**src/rtl/hamming_pkg.sv**
```systemverilog
// Shared constants, coverage masks and helpers for the 8-bit / 12-bit Hamming codec.
// Codeword layout (MSB..LSB): {p3,p2,p1,p0,d7..d0}.
package hamming_pkg;

    localparam int DATA_W          = 8;
    localparam int CODE_W          = 12;
    localparam int SYN_W           = 4;
    localparam int MAX_CORRECTABLE = 12;

    // Encoder parity coverage over the data byte
    localparam logic [DATA_W-1:0] P0_MASK = 8'h5B;  // d0 d1 d3 d4 d6
    localparam logic [DATA_W-1:0] P1_MASK = 8'h6D;  // d0 d2 d3 d5 d6
    localparam logic [DATA_W-1:0] P2_MASK = 8'h8E;  // d1 d2 d3 d7
    localparam logic [DATA_W-1:0] P3_MASK = 8'hF0;  // d4 d5 d6 d7

    // Decoder syndrome coverage over the full received codeword
    localparam logic [CODE_W-1:0] S0_MASK = 12'h5B1;  // c0 c4 c5 c7 c8 c10
    localparam logic [CODE_W-1:0] S1_MASK = 12'h6D2;  // c1 c4 c6 c7 c9 c10
    localparam logic [CODE_W-1:0] S2_MASK = 12'h8E4;  // c2 c5 c6 c7 c11
    localparam logic [CODE_W-1:0] S3_MASK = 12'hF08;  // c3 c8 c9 c10 c11

    typedef struct packed {
        logic [DATA_W-1:0] data;
        logic              error_detected;
        logic              error_corrected;
        logic [SYN_W-1:0]  syndrome;
    } dec_result_t;

    // A syndrome of k (1..12) points at codeword bit k-1; only data bits matter downstream.
    function automatic logic [DATA_W-1:0] data_flip_mask(input logic [SYN_W-1:0] syn);
        logic [DATA_W-1:0] m;
        m = '0;
        for (int i = 0; i < DATA_W; i++) begin
            m[i] = (syn == SYN_W'(i + 1));
        end
        return m;
    endfunction

    function automatic logic in_correctable_range(input logic [SYN_W-1:0] syn);
        return (syn != '0) && (syn <= SYN_W'(MAX_CORRECTABLE));
    endfunction

endpackage

```
**src/rtl/hamming_decoder.sv**
```systemverilog
// Combinational Hamming decoder: syndrome generation, single-bit correction and error flags.
// The syndrome equations are fixed by the link partner and are not the encoder's inverse.
module hamming_decoder
    import hamming_pkg::*;
(
    input  logic [CODE_W-1:0] codeword,
    output logic [DATA_W-1:0] data_out,
    output logic              error_detected,
    output logic              error_corrected,
    output logic [SYN_W-1:0]  syndrome
);

    logic [SYN_W-1:0] syn;

    assign syn[0] = ^(codeword & S0_MASK);
    assign syn[1] = ^(codeword & S1_MASK);
    assign syn[2] = ^(codeword & S2_MASK);
    assign syn[3] = ^(codeword & S3_MASK);

    assign syndrome        = syn;
    assign error_detected  = |syn;
    assign error_corrected = in_correctable_range(syn);

    // Syndromes 9..12 flip a parity bit, 13..15 are uncorrectable: data passes unchanged.
    assign data_out = codeword[DATA_W-1:0] ^ data_flip_mask(syn);

endmodule

```
**src/rtl/hamming_encoder.sv**
```systemverilog
// Combinational Hamming encoder: 8-bit data in, 12-bit codeword out.
module hamming_encoder
    import hamming_pkg::*;
(
    input  logic [DATA_W-1:0] data_in,
    output logic [CODE_W-1:0] codeword
);

    logic p0;
    logic p1;
    logic p2;
    logic p3;

    assign p0 = ^(data_in & P0_MASK);
    assign p1 = ^(data_in & P1_MASK);
    assign p2 = ^(data_in & P2_MASK);
    assign p3 = ^(data_in & P3_MASK);

    assign codeword = {p3, p2, p1, p0, data_in};

endmodule

```
**src/rtl/hamming_codec.sv**
```systemverilog
// Registered Hamming codec: independent one-cycle encode and decode paths
// plus saturating detect/correct statistics counters.
module hamming_codec
    import hamming_pkg::*;
#(
    parameter int COUNT_W = 16
) (
    input  logic               clk,
    input  logic               rst,
    input  logic               enc_valid,
    input  logic [7:0]         enc_data,
    output logic               enc_valid_out,
    output logic [11:0]        enc_codeword,
    input  logic               dec_valid,
    input  logic [11:0]        dec_codeword,
    output logic               dec_valid_out,
    output logic [7:0]         dec_data,
    output logic               error_detected,
    output logic               error_corrected,
    output logic [3:0]         syndrome,
    output logic [COUNT_W-1:0] detect_count,
    output logic [COUNT_W-1:0] correct_count
);

    function automatic logic [COUNT_W-1:0] sat_inc(input logic [COUNT_W-1:0] cnt,
                                                   input logic               en);
        if (en && (cnt != '1)) begin
            return cnt + 1'b1;
        end
        return cnt;
    endfunction

    logic [CODE_W-1:0] enc_cw_c;
    dec_result_t       dec_res_c;

    hamming_encoder u_encoder (
        .data_in  (enc_data),
        .codeword (enc_cw_c)
    );

    hamming_decoder u_decoder (
        .codeword        (dec_codeword),
        .data_out        (dec_res_c.data),
        .error_detected  (dec_res_c.error_detected),
        .error_corrected (dec_res_c.error_corrected),
        .syndrome        (dec_res_c.syndrome)
    );

    logic               enc_valid_q,  enc_valid_d;
    logic [CODE_W-1:0]  enc_cw_q,     enc_cw_d;
    logic               dec_valid_q,  dec_valid_d;
    dec_result_t        dec_res_q,    dec_res_d;
    logic [COUNT_W-1:0] det_cnt_q,    det_cnt_d;
    logic [COUNT_W-1:0] corr_cnt_q,   corr_cnt_d;

    always_comb begin
        enc_valid_d = enc_valid;
        enc_cw_d    = enc_valid ? enc_cw_c : enc_cw_q;
        dec_valid_d = dec_valid;
        dec_res_d   = dec_valid ? dec_res_c : dec_res_q;
        det_cnt_d   = det_cnt_q;
        corr_cnt_d  = corr_cnt_q;
        if (dec_valid) begin
            det_cnt_d  = sat_inc(det_cnt_q,  dec_res_c.error_detected);
            corr_cnt_d = sat_inc(corr_cnt_q, dec_res_c.error_corrected);
        end
    end

    // Output register stage: data/flags hold while the path is idle
    always_ff @(posedge clk or posedge rst) begin
        if (rst) begin
            enc_valid_q <= 1'b0;
            enc_cw_q    <= '0;
            dec_valid_q <= 1'b0;
            dec_res_q   <= '0;
            det_cnt_q   <= '0;
            corr_cnt_q  <= '0;
        end else begin
            enc_valid_q <= enc_valid_d;
            enc_cw_q    <= enc_cw_d;
            dec_valid_q <= dec_valid_d;
            dec_res_q   <= dec_res_d;
            det_cnt_q   <= det_cnt_d;
            corr_cnt_q  <= corr_cnt_d;
        end
    end

    assign enc_valid_out   = enc_valid_q;
    assign enc_codeword    = enc_cw_q;
    assign dec_valid_out   = dec_valid_q;
    assign dec_data        = dec_res_q.data;
    assign error_detected  = dec_res_q.error_detected;
    assign error_corrected = dec_res_q.error_corrected;
    assign syndrome        = dec_res_q.syndrome;
    assign detect_count    = det_cnt_q;
    assign correct_count   = corr_cnt_q;

endmodule

```
**config.mk**
```make
export PLATFORM = sky130hd
export DESIGN_NAME = hamming_codec
export DESIGN_NICKNAME = d
export VERILOG_FILES = /design/src/rtl/hamming_pkg.sv /design/src/rtl/hamming_decoder.sv /design/src/rtl/hamming_encoder.sv /design/src/rtl/hamming_codec.sv
export SDC_FILE = /design/constraint.sdc
export NUM_CORES = 1
export LEC_CHECK = 0
export ABC_AREA = 1
export BUFFER_PORTS_ARGS = -buffer_cell sky130_fd_sc_hd__buf_2
export CORE_ASPECT_RATIO = 1.25
export CORE_MARGIN = 2
export CORE_UTILIZATION = 38
export CTS_CLUSTER_SIZE = 10
export DETAILED_ROUTE_END_ITERATION = 6
export PLACE_DENSITY = 0.64
export SYNTH_ARGS = -nofsm -noshare
export SYNTH_HDL_FRONTEND = slang
export SYNTH_SLANG_ARGS = --single-unit
```
**constraint.sdc**
```tcl
create_clock -name clk -period 6.06 [get_ports clk]
set_input_delay 1.515 -clock clk [delete_from_list [all_inputs] [get_ports clk]]
set_output_delay 1.515 -clock clk [all_outputs]
set_load 0.05 [all_outputs]
```
==> flow_summary.toml, run 1 <==
[sta]
rsz0062_at_grt = "false"
finalMaxSlewViolations = 0
hold_ws_ns = 0.470
max_freq_ghz = 0.329
slew_headroom_pct = 47.8
fin_crit_sh_pct = 50.2
tightest_slew_ns = 0.784
min_period_ns = 3.04
hold_violations = 0
setup_tns_ns = 0
final-setup-viol-count = 0
finClkSkew_ns = 0.00203

[floorplanning]
std_cell_rows = 39
die_area_sq_um = 10400
core_sq_um = 9220
start_util_pct = 39.5
io_pins = 84
die_w_microns = 91.6
die_y_microns = 113

[grt]
grt_max_degree = 61
grt_pass1_wl_microns = 14600
grt_overflow = 0
grtUsageTotal_pct = 17.3
grt_pass1_vias = 3288
antenna_found_initial = 0

[power_and_ir_drop]
clkPwrFrac_pct = 33.0
power_switching_uw = 587
p_int_uw = 863
leakage_nw = 2.29
p_comb_share_pct = 31.7
seq_power_share_pct = 35.4
sw_frac_of_total_pct = 40.5
peakVddDrop_mv = 0.171
power.density_nw_per_um2 = 330

[cells_and_area]
drive_gt1_share_pct = 23.5
finalCoreUtilization_pct = 47.7
final_cells = 694
antenna_cells = 0
syn2layout_area_growth_pct = 20.7
fillers = 932
final_nets = 592

[clocking]
ctsHoldBuffers = 0
postCtsSetupBuffers = 0
cts_tree = "yes"
cts.repair.resized = 0
cts.path.max_buffers = 2
cts_root_buffer = "clkbuf_16"
htree_levels = 3
cts.sinks = 60
clock_latency_ns = 0.32
cts_buffers = 9
cts.clk_slew.worst_paths_ns = 0.05

[synthesis]
synth_nets = 511
synth-edff-count = 0
yosysUniqueCellTypes = 31
ys_seq_elements = 60
ys_seq_area_share_pct = 41.2
postSynthAreaPerCell_sq_um = 7.51
netlist_area_sq_um = 3640
synthCells = 485
ys_warn_count = 0
synth_flop_cell = "dfrtp_1"
synthArstFlopShare_pct = 100

[route]
wl_per_cell_microns = 12.2
vias = 3359
first_pass_iters = 5
drt_iter0_markers = 146
drc = 0
drtAntennaViolNets = 0
totalWireLength_microns = 8480
viasPerCell = 4.84

[placement]
dp_hpwl_microns = 6180
routabilityCongestion = 0.894
dp_cells = 678
port-buffer-count = 83

[critical_path]
crit_buf_inv = 3
crit-reg2reg-launch = "correct_count[0]"
crit_path_max_incr_delay_ns = 0.35
endpoint_kind = "register"
worstPathRequired_ns = 6.27
startpoint = "dec_codeword[7]"
path_common_cell = "nand2_1"
cp_max_fo = 20
crit_path_cell_trace = "buf_2 -> inv_2 -> nand2_1 -> nand2_1 -> nand2_1 -> nand3_1 -> nand2_4 -> inv_2 -> nand2_1 -> nand2_1 -> nand2_2 -> nand3_2 -> nand2_1 -> nand2_1"
worstSetupStartpointType = "primary input"
critPathSlowestCell = "nand3_2"
cpLargestDelayFamily = "simple AND/OR/NAND/NOR gates"
crit_arrival_ns = 3.25
critPathKind = "primary input to register"

[job]
max-cap-violations = 0

[min_path]
min_path_type = "register to register"
hold_path_startpoint = "enc_codeword[4]"

[outcome]
status = "finished clean"
through the flow:
step	total power, mW	area, sq um	worst slack (ns)
6_report	1.45	4400	3.02
4_1_cts	1.47	4400	3.00
5_1_grt	1.53	4400	2.80
2_1_floorplan	0.876	3640	3.06
3_3_place_gp	0.973	4120	2.76
3_5_place_dp	0.982	4120	2.65
power groups by stage:
stage	combinational, mW	clock (mW)	sequential (mW)
final	0.459	0.478	0.513
after global routing	0.503	0.504	0.521
after CTS	0.465	0.490	0.513
after detailed placement	0.464	0	0.518
after global placement	0.456	0	0.517
after floorplan	0.184	0	0.693
worst paths after layout:
check	cells after the start	slack, ns	endpoint
max in group asynchronous	3	4.12	detect_count[13]
min reg2reg	2	0.47	enc_codeword[4]
min in group asynchronous	3	1.39	dec_data[4]
max reg2reg	9	3.74	correct_count[2]
max	14	3.02	correct_count[2]
min	2	0.47	enc_codeword[4]
cells by family (layout without fill, tap and decap cells):
kind of cell	Yosys count	count (layout)	share of synthesized area, %
AO/OA/AOI/OAI	30	30	5.15
XOR/XNOR	40	40	9.62
adder cells (fa/ha/maj)	2	2	0.687
buffers and inverters	66	152	8.21
flip-flops	60	60	41.2
AND/OR/NAND/NOR	287	287	35.1
placed cells by master (no fill, tap or decap):
master / synthesis / routed
nor3_1: 10 / 10
inv_2: 5 / 6
nor2_2: 2 / 2
buf_4: 1 / 1
xor2_1: 24 / 24
clkbuf_16: 0 / 9
clkinv_1: 1 / 1
o21ai_0: 19 / 19
clkinv_2: 0 / 3
nand2_2: 11 / 11
buf_2: 3 / 83
clkinv_4: 0 / 1
dfrtp_1: 60 / 60
nand2_4: 2 / 2
xnor2_1: 16 / 16
nor2_1: 24 / 24
clkbuf_8: 0 / 2
nand4_1: 19 / 19
nor2_4: 1 / 1
nand2_1: 177 / 177
nand3_4: 1 / 1
o21ai_2: 10 / 10
inv_1: 46 / 45
nand3b_1: 1 / 1
nor4_4: 1 / 1
nand3_1: 37 / 37
nand3_2: 1 / 1
ha_1: 2 / 2
a21oi_1: 1 / 1
clkbuf_1: 4 / 1
worst min-delay path, stage by stage, from the launching register on:
cell	delay [ns]
dfrtp_1	0.34
nand2_1	0.05
nand2_1	0.05
sequential cells by signal, indices dropped and copies added (netlist names):
name and flops:
dec_data 8, correct_count 16, detect_count 16, syndrome 4
dec_valid_out 1, enc_codeword 12, error_corrected 1, error_detected 1
enc_valid_out 1
per-layer routing:
| layer | track usage (%) | part of all wire [%] |
|---|---|---|
| met5 | 0 | 0 |
| met4 | 7.27 | 1.5 |
| met3 | 4.56 | 4.2 |
| met2 | 29.9 | 50 |
| met1 | 20.3 | 44 |
cells in the mapped netlist, types with 2 or more instances:
master	number	share of area, %
ha_1	2	0.69
nand2_2	11	1.9
o21ai_0	19	2.6
buf_2	3	0.41
xor2_1	24	5.8
xnor2_1	16	3.8
inv_1	46	4.7
nor2_1	24	2.5
nand3_1	37	5.1
nand2_1	177	18
inv_2	5	0.52
o21ai_2	10	2.4
buf_6	2	0.62
nor2_2	2	0.34
dfrtp_1	60	41
clkbuf_1	4	0.41
nand4_1	19	3.3
nand2_4	2	0.62
nor3_1	10	1.4
area by class of cell:
| type | instances | area [sq um] | area share, % |
|---|---|---|---|
| inverter | 52 | 195 | 4.44 |
| clock buffer | 12 | 256 | 5.83 |
| clock inverter | 4 | 23.8 | 0.541 |
| multi-input combinational | 359 | 1840 | 41.9 |
| sequential | 60 | 1500 | 34.1 |
| timing repair buffer | 84 | 423 | 9.62 |
| tap | 123 | 154 | 3.50 |
(Power assumes the default switching activity.)
==> run 2, diff against run 1 <==
Settings changed: PLACE_DENSITY 0.64 to 0.66.
Clock period 6.06 ns to 2.7 ns, I/O delays scaled along.
==> run 2 against run 1 <==
Via count barely moved. Final cell count up 0.43%. Core utilization rose by 0.43 points. Hold slack worse by 0.061 ns. Register-to-register slack worse by 3.1 ns. Cell area up 0.91%. Non-clock buffer count up 3. Largest cell class unchanged.
==> flow_summary.toml, run 2 (synthesized netlist as in run 1, its figures left out) <==
[outcome]
status = "finished clean"

[critical_path]
endpoint_kind = "register"
crit_arrival_ns = 2.36
critPathKind = "register to register"
cp_max_fo = 14
worstSetupStartpointType = "register"
worstPathRequired_ns = 2.96

[clocking]
cts.clk_slew.worst_paths_ns = 0.05
cts_buffers = 9
ctsHoldBuffers = 0
htree_levels = 3
cts_root_buffer = "clkbuf_16"
clock_latency_ns = 0.33
cts_tree = "yes"
cts.sinks = 60
cts.path.max_buffers = 2
postCtsSetupBuffers = 0
cts.repair.resized = 0

[sta]
fin_crit_sh_pct = 77.8
tightest_slew_ns = 0.577
rsz0062_at_grt = "false"
setup_tns_ns = 0
finalMaxSlewViolations = 0
min_period_ns = 2.10
finClkSkew_ns = 0.00790
max_freq_ghz = 0.476
setup_ws_ns = 0.600
slew_headroom_pct = 61.5
hold_violations = 0
final-setup-viol-count = 0

[route]
vias = 3362
first_pass_iters = 4
totalWireLength_microns = 8770
drt_iter0_markers = 202
viasPerCell = 4.82
drtAntennaViolNets = 0
wl_per_cell_microns = 12.6
drc = 0

[floorplanning]
core_sq_um = 9220
die_y_microns = 113
die_w_microns = 91.6
start_util_pct = 39.5
io_pins = 84
std_cell_rows = 39
die_area_sq_um = 10400

[grt]
grt_overflow = 0
grt_max_degree = 36
grt_pass1_wl_microns = 14900
grtUsageTotal_pct = 17.6
antenna_found_initial = 0
grt_pass1_vias = 3307

[cells_and_area]
layout_common_cells = "177 x nand2_1, 83 x buf_2, 60 x dfrtp_1"
final_nets = 595
multiInputGateArea_sq_um = 1840
drive_gt1_share_pct = 23.7
antenna_cells = 0
stdcell_area_sq_um = 4440
layout_commonest_cell = "nand2_1"
fillers = 925
regArea_sq_um = 1500
syn2layout_area_growth_pct = 21.8

[placement]
place_area_sq_um = 4150
routabilityCongestion = 0.900
dp_hpwl_microns = 6460
place_ws_ns = 0.358
port-buffer-count = 83

[power_and_ir_drop]
power.density_nw_per_um2 = 746
leakage_nw = 2.31
peakVddDrop_mv = 0.304

[min_path]
min_path_type = "primary input to async pin"

[job]
max-cap-violations = 0
run 2: layout make-up:
type | count | share of cell area, %
multi-input combinational | 359 | 41.5
sequential | 60 | 33.8
timing repair buffer | 87 | 10.3
clock buffer | 11 | 5.25
inverter | 52 | 4.40
tap | 123 | 3.47
clock inverter | 5 | 1.18
run 2: critical path, cell delays in order (launching register included):
cell and delay [ns]:
dfrtp_1 0.46, ha_1 0.22, nand3_1 0.17, nor2_2 0.19, nand2_1 0.10, nor2_2 0.16
nand2_1 0.25, nand3_2 0.32, nand2_1 0.09, nand2_1 0.07
run 2: report_power, final:
group          leakage, nW  total (mW)  switching [mW]  internal (mW)
sequential           0.773        1.15           0.134           1.02
clock                0.139        1.11           0.401          0.709
combinational         1.40        1.05           0.788          0.261
total                 2.31        3.31            1.32           1.99
run 2: final timing paths:
kind,from,end,slack (ns),cells past startpoint
setup / recovery,correct_count[0],correct_count[1],0.60,9
hold / removal,rst,enc_valid_out,0.41,2
setup reg to reg,correct_count[0],correct_count[1],0.60,9
hold reg to reg,enc_codeword[3],enc_codeword[3],0.47,2
max in group asynchronous,rst,detect_count[8],1.69,3
min in group clk,enc_codeword[3],enc_codeword[3],0.47,2
run 2: per-stage QoR:
stage          util, %  hold WS, ns  cells  power [mW]
6_report          48.1        0.409    697        3.31
5_1_grt           48.1        0.465    697        3.49
4_1_cts           48.1        0.423    697        3.36
3_5_place_dp      45.0        0.458    681        2.22
3_3_place_gp      45.0        0.455    681        2.20
2_1_floorplan        -        0.706    485        1.97
run 2: metal layers:
layer / wire, microns / global-route usage (%) / share of wire (%)
met1: 3880 / 21.2 / 44
met2: 4410 / 30.3 / 50
met3: 348 / 3.76 / 4.0
met4: 131 / 7.68 / 1.5
met5: 0 / 0 / 0
==> run 3, diff against run 2 <==
Settings changed: ABC_AREA 1 to 0, PLACE_DENSITY 0.66 to 0.68.
Clock period 2.7 ns to 1.8 ns, I/O delays scaled along.
==> run 3 against run 2 <==
The run now ends with setup timing left. Area after synthesis is 17% lower. Core utilization up 10 points. Power grew 63%. Clock-buffer cell count rose by 1. Non-clock buffer count increased by 55. Die area down 16%. Cell area rose by 1.5%. Hold slack worse by 0.22 ns. Routed wire length shrank 20%. Setup slack lost 0.78 ns. Clock power down 7%. Critical endpoint is now detect_count[13]. Largest power group is now combinational logic.
==> flow_summary.toml, run 3 <==
[outcome]
status = "complete, but fails checks"
violations = "setup timing"

[power_and_ir_drop]
sw_frac_of_total_pct = 42.6
clkPwrFrac_pct = 19.1
p_int_mw = 3.09
p_comb_share_pct = 48.1
seq_power_share_pct = 32.8
power.density_nw_per_um2 = 1200
peakVddDrop_mv = 1.37
power_switching_mw = 2.30
leakage_nw = 2.16

[critical_path]
ff2ff_path_depth = 9
worstSetupStartpointType = "primary input"
worstPathRequired_ns = 2.02
critPathSlowestCell = "xnor3_1"
cp_max_fo = 4
crit_arrival_ns = 2.20
critPathKind = "primary input to register"
cp.depth = 9
crit_path_max_incr_delay_ns = 0.47
endpoint_kind = "register"
crit_buf_inv = 3
cpLargestDelayFamily = "XOR/XNOR gates"
crit_path_cell_trace = "buf_12 -> xnor2_4 -> xnor3_1 -> buf_4 -> o41a_1 -> buf_6 -> nand3_4 -> nor2_2 -> xor2_1"

[synthesis]
yosysMostFrequentCell = "dfrtp_1"
synth_top_area_cell = "dfrtp_1"
yosysTopAreaCellShare_pct = 49.7
ys_seq_area_share_pct = 49.7
ys_seq_elements = 60
postSynthAreaPerCell_sq_um = 11.4
ys_warn_count = 0
netlist_area_sq_um = 3020
synthTopCellsByArea = "dfrtp_1 50%, xnor2_1 12%, mux2_2 5.6%"
synthArstFlopShare_pct = 100
synth_nets = 292
synth_flop_cell = "dfrtp_1"
synth_common_cells = "60 x dfrtp_1, 41 x xnor2_1, 28 x nor2_1, 21 x nand2_1, 15 x mux2_2"
synth-edff-count = 0
yosysUniqueCellTypes = 33
synthCells = 266

[clocking]
ctsHoldBuffers = 0
cts.clk_slew.worst_paths_ns = 0.06
cts.path.max_buffers = 2
cts.sinks = 60
cts_tree = "yes"
cts_buffers = 9
cts_root_buffer = "clkbuf_8"
htree_levels = 3
clock_latency_ns = 0.34

[floorplanning]
die_y_microns = 104
std_cell_rows = 36
core_sq_um = 7750
io_pins = 84
start_util_pct = 39.0
die_area_sq_um = 8690
die_w_microns = 83.8

[sta]
finalMaxSlewViolations = 0
finClkSkew_ns = 0.00743
max_freq_ghz = 0.505
hold_violations = 0
setup_tns_ns = -3.59
setup_ws_ns = -0.179
hold_ws_ns = 0.193
final-setup-viol-count = 34
fin_crit_sh_pct = 110
rsz0062_at_grt = "true"
slew_headroom_pct = 69.3
min_period_ns = 1.98
tightest_slew_ns = 0.459

[placement]
place_area_sq_um = 3960
place_ws_ns = -0.662
port-buffer-count = 83
dp_cells = 489
routabilityCongestion = 0.767
dp_hpwl_microns = 4840

[route]
wl_per_cell_microns = 13.7
first_pass_iters = 4
drc = 0
drt_iter0_markers = 65
viasPerCell = 4.80
vias = 2447
drtAntennaViolNets = 0
wl_met2_microns = 3530
routed.top_layer = "met4"
dr_wl_met3_microns = 363
wl_met1_microns = 2970
totalWireLength_microns = 6990

[cells_and_area]
fillers = 644
regArea_sq_um = 1510
layout_commonest_cell = "buf_2"
multiInputGateArea_sq_um = 1760
layout_common_cells = "77 x buf_2, 54 x dfrtp_1, 53 x buf_4"
antenna_cells = 0
syn2layout_area_growth_pct = 49.1
final_nets = 437
stdcell_area_sq_um = 4500
drive_gt1_share_pct = 54.2
final_cells = 510

[grt]
grt_max_degree = 61
grt_pass1_vias = 2439
grt_overflow = 0
grt_pass1_wl_microns = 11300
grtUsageTotal_pct = 16.2
antenna_found_initial = 0

[min_path]
min_path_type = "primary input to async pin"

[job]
max-cap-violations = 0
[run 3: what timing repair did]
item,4_1_cts,5_1_grt
pin swaps,27,16
endpoints found under the setup margin,33,40
buffers inserted,4,3
resized for setup,36,35
[run 3: metrics by stage]
stage	total power [mW]	util [%]
after global placement	4.08	51.1
after CTS	5.31	55.6
final	5.38	58.1
after global routing	5.69	58.1
after floorplan	3.38	-
after detailed placement	4.12	51.1
[run 3: cells by family after synthesis]
kind of cell / after synthesis / share of synthesized area, %
simple gates: 92 / 15.0
flops: 60 / 49.7
buf+inv: 12 / 2.11
mux: 17 / 6.34
xor+xnor: 61 / 21.7
fa+ha+maj: 2 / 0.828
compound gates: 22 / 4.35
[run 3: power by group through the flow]
stage | logic [mW] | registers [mW] | clock network (mW)
after floorplan | 0.694 | 2.69 | 0
after global placement | 2.31 | 1.78 | 0
after CTS | 2.48 | 1.76 | 1.07
after global routing | 2.76 | 1.80 | 1.13
final | 2.59 | 1.77 | 1.03
after detailed placement | 2.33 | 1.79 | 0
[run 3: area by class of cell]
type,count,area share [%]
Timing Repair Buffer,142,20.9
Tap cell,95,2.64
Clock inverter,3,0.333
Inverter,4,0.417
Multi-Input combinational cell,194,39.0
Clock buffer,12,3.22
Sequential cell,60,33.5
[run 3: tightest hold or removal path, cell delays in order]
cell	delay, ns
buf_2	0.11
clkinvlp_4	0.07
buf_12	0.29
[run 3: per-layer routing]
metal / GRT usage [%] / vias up
li1: - / 1196
met1: 19.9 / 1178
met2: 26.7 / 60
met3: 4.62 / 13
met4: 6.22 / 0
met5: 0 / -
[run 3: final timing paths]
check / slack [ns] / from / endpoint
worst max-delay path: -0.18 / dec_codeword[7] / detect_count[13]
worst min-delay path: 0.19 / rst / enc_codeword[1]
worst max register to register: -0.06 / correct_count[6] / correct_count[2]
worst min register to register: 0.48 / correct_count[11] / correct_count[11]
max in group asynchronous: 1.33 / rst / correct_count[10]
min in group clk: 0.39 / enc_data[0] / enc_codeword[0]
